### config.mk
export PLATFORM = sky130hd
export DESIGN_NAME = fast_inv_sqrt_iter
export DESIGN_NICKNAME = d
export VERILOG_FILES = /design/src/rtl/fis_pkg.sv /design/src/rtl/fis_seed.sv /design/src/rtl/fast_inv_sqrt_iter.sv
export SDC_FILE = /design/constraint.sdc
export NUM_CORES = 1
export LEC_CHECK = 0
export ABC_AREA = 1
export CORE_UTILIZATION = 32
export DETAILED_ROUTE_END_ITERATION = 12
export GPL_TIMING_DRIVEN = 0
export PLACE_DENSITY = 0.45
export REMOVE_ABC_BUFFERS = 1
export SETUP_SLACK_MARGIN = 0.1
export SYNTH_ARGS = -nofsm -noshare
export SYNTH_HDL_FRONTEND = slang
export SYNTH_SLANG_ARGS = --single-unit
### constraint.sdc
create_clock -name clk -period 12.79 [get_ports clk]
set_clock_uncertainty 0.15 [all_clocks]
set_input_delay 2.558 -clock clk [delete_from_list [all_inputs] [get_ports clk]]
set_output_delay 2.558 -clock clk [all_outputs]
set_load 0.005 [all_outputs]
### src/rtl/fis_pkg.sv
// fis_pkg -- shared definitions for the fast inverse square root block.
//   * fis_state_e   : controller state encoding
//   * NR_ITERS_MIN/MAX : legal range of Newton-Raphson step count
//   * FIS_W / FIS_PW   : default word width and full product width
//   * FIS_ITER_CW      : width of the iteration counter (covers NR_ITERS_MAX)
package fis_pkg;

    localparam int FIS_INT_WIDTH_DEF   = 4;
    localparam int FIS_FRACT_WIDTH_DEF = 12;
    localparam int FIS_W               = FIS_INT_WIDTH_DEF + FIS_FRACT_WIDTH_DEF;
    localparam int FIS_PW              = 2 * FIS_W;

    localparam int NR_ITERS_MIN = 1;
    localparam int NR_ITERS_MAX = 4;
    localparam int FIS_ITER_CW  = 3;

    typedef enum logic [2:0] {
        ST_IDLE = 3'd0,
        ST_SEED = 3'd1,
        ST_SQ   = 3'd2,
        ST_MX   = 3'd3,
        ST_UPD  = 3'd4,
        ST_DONE = 3'd5
    } fis_state_e;

endpackage

### src/rtl/fis_seed.sv
// fis_seed -- combinational leading-one detector and initial estimate.
//   x_i    : unsigned operand, Q(INT_WIDTH).(FRACT_WIDTH)
//   seed_o : 2^(-floor(e/2)) where e = msb(x) - FRACT_WIDTH, clamped to
//            [1 LSB, all-ones]. Value is meaningless for x_i == 0; the
//            controller handles that case separately.
module fis_seed
    import fis_pkg::*;
#(
    parameter int INT_WIDTH   = FIS_INT_WIDTH_DEF,
    parameter int FRACT_WIDTH = FIS_FRACT_WIDTH_DEF
) (
    input  logic [INT_WIDTH+FRACT_WIDTH-1:0] x_i,
    output logic [INT_WIDTH+FRACT_WIDTH-1:0] seed_o
);

    localparam int W = INT_WIDTH + FRACT_WIDTH;

    int msb;
    int e_exp;
    int half_e;
    int sh;

    always_comb begin
        msb = 0;
        for (int i = 0; i < W; i++) begin
            if (x_i[i]) msb = i;
        end
        e_exp  = msb - FRACT_WIDTH;
        // Arithmetic shift on a signed int rounds toward minus infinity.
        half_e = e_exp >>> 1;
        // Bit position of the seed's single 1 in the fixed-point word.
        sh     = FRACT_WIDTH - half_e;

        seed_o = '0;
        if (sh >= W) begin
            seed_o = '1;
        end else if (sh < 0) begin
            seed_o[0] = 1'b1;
        end else begin
            for (int i = 0; i < W; i++) begin
                if (i == sh) seed_o[i] = 1'b1;
            end
        end
    end

endmodule

### src/rtl/fast_inv_sqrt_iter.sv
// fast_inv_sqrt_iter -- iterative 1/sqrt(x) in unsigned fixed point.
// One operand in flight; a single W x W multiplier is time-shared across
// the three Newton-Raphson sub-steps (y*y, x/2*t, y*(1.5-t)).
//
// Ports:
//   clk, rst_n            : clock, asynchronous active-low reset
//   in_valid / in_ready   : operand handshake (ready only when idle)
//   x                     : operand Q(INT_WIDTH).(FRACT_WIDTH)
//   out_valid / out_ready : result handshake
//   y                     : 1/sqrt(x), same Q format
//   err                   : x was zero (y = all-ones)
//
// Build option: define FIS_ROUND_EN to round half-up on every product
// re-quantisation; otherwise products are truncated.
module fast_inv_sqrt_iter
    import fis_pkg::*;
#(
    parameter int INT_WIDTH   = FIS_INT_WIDTH_DEF,
    parameter int FRACT_WIDTH = FIS_FRACT_WIDTH_DEF,
    parameter int NR_ITERS    = 2
) (
    input  logic                             clk,
    input  logic                             rst_n,
    input  logic                             in_valid,
    output logic                             in_ready,
    input  logic [INT_WIDTH+FRACT_WIDTH-1:0] x,
    output logic                             out_valid,
    input  logic                             out_ready,
    output logic [INT_WIDTH+FRACT_WIDTH-1:0] y,
    output logic                             err
);

    localparam int W  = INT_WIDTH + FRACT_WIDTH;
    localparam int PW = 2 * W;

    localparam logic [W-1:0]  ALL_ONES     = '1;
    localparam logic [W-1:0]  THREE_HALVES = W'(3) << (FRACT_WIDTH - 1);
    localparam logic [FIS_ITER_CW-1:0] LAST_ITER = FIS_ITER_CW'(NR_ITERS - 1);

    if (NR_ITERS < NR_ITERS_MIN || NR_ITERS > NR_ITERS_MAX) begin : g_bad_nr_iters
        $error("fast_inv_sqrt_iter: NR_ITERS out of range");
    end

    fis_state_e               state_q, state_d;
    logic [W-1:0]             x_q, x_d;
    logic [W-1:0]             y_q, y_d;
    logic [W-1:0]             t_q, t_d;
    logic [FIS_ITER_CW-1:0]   iter_q, iter_d;
    logic                     err_q, err_d;
    logic                     out_valid_q, out_valid_d;

    logic [W-1:0]  seed;
    logic [W-1:0]  term;
    logic [W-1:0]  mul_a, mul_b;
    logic          mul_sh1;
    logic [PW-1:0] mul_p;
    logic [PW:0]   mul_sum;
    logic [PW:0]   mul_shr;
    logic [W-1:0]  mul_q;

    fis_seed #(
        .INT_WIDTH   (INT_WIDTH),
        .FRACT_WIDTH (FRACT_WIDTH)
    ) u_seed (
        .x_i    (x_q),
        .seed_o (seed)
    );

    // 1.5 - t, clamped at zero when t exceeds 1.5.
    assign term = (t_q > THREE_HALVES) ? '0 : (THREE_HALVES - t_q);

    // Shared multiplier. x_q is used directly as x/2 with one extra fraction
    // bit, so the MX product carries FRACT_WIDTH+1 extra fraction bits.
    always_comb begin
        mul_a   = '0;
        mul_b   = '0;
        mul_sh1 = 1'b0;
        case (state_q)
            ST_SQ: begin
                mul_a = y_q;
                mul_b = y_q;
            end
            ST_MX: begin
                mul_a   = x_q;
                mul_b   = t_q;
                mul_sh1 = 1'b1;
            end
            ST_UPD: begin
                mul_a = y_q;
                mul_b = term;
            end
            default: ;
        endcase
    end

    assign mul_p = mul_a * mul_b;

`ifdef FIS_ROUND_EN
    // Half-LSB of the retained result; the extra top bit absorbs the carry.
    assign mul_sum = {1'b0, mul_p} + (mul_sh1 ? ((PW+1)'(1) << FRACT_WIDTH)
                                              : ((PW+1)'(1) << (FRACT_WIDTH - 1)));
`else
    assign mul_sum = {1'b0, mul_p};
`endif

    assign mul_shr = mul_sh1 ? (mul_sum >> (FRACT_WIDTH + 1)) : (mul_sum >> FRACT_WIDTH);
    assign mul_q   = (|mul_shr[PW:W]) ? ALL_ONES : mul_shr[W-1:0];

    always_comb begin
        state_d     = state_q;
        x_d         = x_q;
        y_d         = y_q;
        t_d         = t_q;
        iter_d      = iter_q;
        err_d       = err_q;
        out_valid_d = out_valid_q;
        case (state_q)
            ST_IDLE: begin
                if (in_valid) begin
                    x_d     = x;
                    iter_d  = '0;
                    err_d   = 1'b0;
                    state_d = ST_SEED;
                end
            end
            ST_SEED: begin
                if (x_q == '0) begin
                    y_d     = ALL_ONES;
                    err_d   = 1'b1;
                    state_d = ST_DONE;
                end else begin
                    y_d     = seed;
                    state_d = ST_SQ;
                end
            end
            ST_SQ: begin
                t_d     = mul_q;
                state_d = ST_MX;
            end
            ST_MX: begin
                t_d     = mul_q;
                state_d = ST_UPD;
            end
            ST_UPD: begin
                y_d = mul_q;
                if (iter_q == LAST_ITER) begin
                    state_d = ST_DONE;
                end else begin
                    iter_d  = iter_q + 1'b1;
                    state_d = ST_SQ;
                end
            end
            ST_DONE: begin
                // out_valid is raised one cycle after entering DONE, then
                // held until the consumer takes the result.
                if (!out_valid_q) begin
                    out_valid_d = 1'b1;
                end else if (out_ready) begin
                    out_valid_d = 1'b0;
                    state_d     = ST_IDLE;
                end
            end
            default: state_d = ST_IDLE;
        endcase
    end

    always_ff @(posedge clk or negedge rst_n) begin
        if (!rst_n) begin
            state_q     <= ST_IDLE;
            x_q         <= '0;
            y_q         <= '0;
            t_q         <= '0;
            iter_q      <= '0;
            err_q       <= 1'b0;
            out_valid_q <= 1'b0;
        end else begin
            state_q     <= state_d;
            x_q         <= x_d;
            y_q         <= y_d;
            t_q         <= t_d;
            iter_q      <= iter_d;
            err_q       <= err_d;
            out_valid_q <= out_valid_d;
        end
    end

    assign in_ready  = (state_q == ST_IDLE);
    assign out_valid = out_valid_q;
    assign y         = y_q;
    assign err       = err_q;

endmodule

==> results.yml <==
power:
  powerDensity_mw_per_mm2: 136
  p_leak_nw: 6.80
  irDropWorstVdd_mv: 0.0882
synthesis:
  async_reset_ff_share_pct: 100
  ys.flop_type: "dfrtp_1"
  postSynthCellCount: 1663
  ys_types: 45
  syn-cell-area_sq_mm: 0.0122
  synthTopCellsByArea: "fa_1 32%, nand2_1 12%, inv_1 11%, dfrtp_1 11%, ha_1 11%"
  synth_seq_cells: 56
  synth_area_leader_cell: "fa_1"
  synth-edff-count: 0
  ys_seq_area_share_pct: 11.5
  synth_warnings: 0
  syn_avg_cell_area_sq_um: 7.36
  synth_top_area_share_pct: 31.7
drt:
  drcViolationCount: 0
  routed_wl_um: 38700
  via_per_inst: 4.73
  drtIter0Drc: 583
  vias: 10300
  wl_per_cell_um: 17.8
  ant_nets: 0
  drtPass1Iterations: 5
sta:
  tns_ns: 0
  drv_slew: 0
  finalHoldViolations: 0
  slew_headroom_pct: 7.30
  setup_ws_ns: 2.84
  post-route-period-util_pct: 77.8
  setup_viol: 0
  max_freq_mhz: 100
  worst_pin_slew_ns: 1.39
  fin_crit_ns: 9.95
  rsz0062_at_grt: "false"
clocking:
  cts_sinks: 56
  ctsResizeCount: 0
  hold_buffers: 0
  postCtsSetupBuffers: 0
  clockBufferDepth: 2
  clk_pin_slew_ns: 0.08
  cts.htree.levels: 2
  root_buffer: "clkbuf_16"
  clk_latency_ns: 0.30
  cts_tree: "done"
  cts_buffers: 5
place:
  dpl_cell_area_sq_mm: 0.0133
  port_buffers: 38
  finalWeightedCongestion: 0.896
  dp_hpwl_um: 31900
  place_ws_ns: 2.80
final_layout:
  area_growth_pct: 9.66
  layout-drive-gt1-share_pct: 3.42
  multi_input_area_sq_mm: 0.00928
  antenna_cells: 0
  stdcell_area_sq_mm: 0.0134
  ff_latch_area_sq_mm: 0.00140
  n_fill_cell: 4114
  final_nets: 1991
floorplan:
  rows: 71
  die_w_um: 198
  pin_count: 39
  die_h_um: 198
  core_sq_mm: 0.0377
  die-area_sq_mm: 0.0390
  start_util_pct: 32.5
worst_hold_path:
  min_path_type: "flop to flop"
setup_path:
  reg2reg_setup_slack_ns: 2.84
  startpoint_type: "flop"
  cpMostUsedCell: "fa_1"
  cp_max_fo: 37
  arrival_ns: 9.99
  cpMaxStageDelayCell: "o22ai_1"
  cp_data_required_time_ns: 12.83
  max_stage_delay_ns: 1.21
  cp-end-kind: "flop"
  path_class: "flop to flop"
grt:
  track_usage_pct: 20.8
  grt_overflow: 0
  grt_max_degree: 57
  grt_antenna_before_repair: 0
  grt_pass1_vias: 10700
  grt_pass1_wl_um: 61900
flow_run:
  drv_cap: 0
outcome:
  outcome: "finished clean"
logic make-up (layout without fill, tap and decap cells):
kind of cell | count (synthesis) | in the layout | share of synthesized area [%]
AOI/OAI and AO/OA | 174 | 174 | 8.52
and+or+nand+nor | 680 | 680 | 22.5
xor gates and xnor gates | 15 | 15 | 1.07
buffers and inverters | 434 | 438 | 13.4
DFF | 56 | 56 | 11.5
adders and majority gates | 304 | 304 | 43.0
through the flow:
stage          instances  power (mW)  hold WS (ns)  util [%]
2_1_floorplan       1614        1.15         0.322         -
3_3_place_gp        2163        1.64         0.317      34.7
3_5_place_dp        2171        1.69         0.320      35.2
4_1_cts             2178        1.84         0.342      35.6
5_1_grt             2178        2.01         0.360      35.6
6_report            2178        1.83         0.343      35.6
layer usage:
| layer | share of wire, % | GRT usage, % | up-vias |
|---|---|---|---|
| met1 | 50 | 29.9 | 5117 |
| met4 | 1.1 | 2.67 | 0 |
| li1 | - | - | 5023 |
| met5 | 0 | 0 | - |
| met3 | 2.2 | 1.55 | 24 |
| met2 | 47 | 34.9 | 135 |
area by class of cell:
type	count	area share, %
Clock buffer	6	0.961
Clock inverter	1	0.0653
Inverter	385	10.8
Multi-Input combinational cell	1173	69.2
Sequential cell	56	10.4
Tap cell	511	4.77
Timing Repair Buffer	46	3.81
worst max-delay path, delay by kind of cell (launching register included):
family                     cells  cell delay (ns)
adders and majority gates      7             3.50
buffers and inverters          6             1.52
DFF                            1             0.41
AOI/OAI and AO/OA              5             2.14
and+or+nand+nor               11             2.04
layout by cell type (no fill, tap or decap), types with 2 or more instances in the layout:
master	n
a21o_1	3
a21oi_1	52
a22oi_1	14
a311oi_1	2
a31oi_1	18
buf_16	2
buf_4	2
buf_8	4
clkbuf_16	5
clkdlybuf4s50_1	37
clkinv_1	5
dfrtp_1	56
fa_1	194
ha_1	110
inv_1	374
inv_2	6
nand2_1	404
nand2_2	6
nand3_1	63
nand3b_1	3
nand4_1	6
nor2_1	168
nor2_2	3
nor2_4	4
nor3_1	12
nor4_1	4
o211ai_1	2
o21a_1	8
o21ai_0	49
o21ai_1	2
o22ai_2	12
o31ai_1	2
or2_2	4
xnor2_1	9
xor2_1	6
registers in the layout (all words and copies together) (netlist names):
signal     count
y             16
out_valid      1
x_q           16
state_q        3
t_q           16
err            1
iter_q         3
final timing paths:
path / from / end / cells past startpoint
worst max-delay path: state_q[2]$_DFFE_PN0P_ / y[4]$_DFFE_PN0P_ / 29
worst min register to register: err$_DFFE_PN0P_ / err$_DFFE_PN0P_ / 2
worst min-delay path: err$_DFFE_PN0P_ / err$_DFFE_PN0P_ / 2
max in group asynchronous: rst_n / t_q[3]$_DFFE_PN0P_ / 1
worst max register to register: state_q[2]$_DFFE_PN0P_ / y[4]$_DFFE_PN0P_ / 29
min in group asynchronous: rst_n / err$_DFFE_PN0P_ / 1
where the power goes:
group | total [mW] | leakage (nW) | switching, mW | internal, mW
sequential | 0.324 | 0.712 | 0.0728 | 0.251
combinational | 1.36 | 6.03 | 0.951 | 0.407
clock | 0.144 | 0.0673 | 0.0710 | 0.0729
total | 1.83 | 6.80 | 1.09 | 0.731
Yosys cell counts (all sizes together) (18+ instances only):
| cell type | count |
|---|---|
| nor2 | 175 |
| inv | 380 |
| dfrtp | 56 |
| fa | 194 |
| clkbuf | 44 |
| nand2 | 410 |
| a31oi | 18 |
| o21ai | 53 |
| ha | 110 |
| a21oi | 52 |
| nand3 | 63 |
Power figures use the tool's default switching activity.
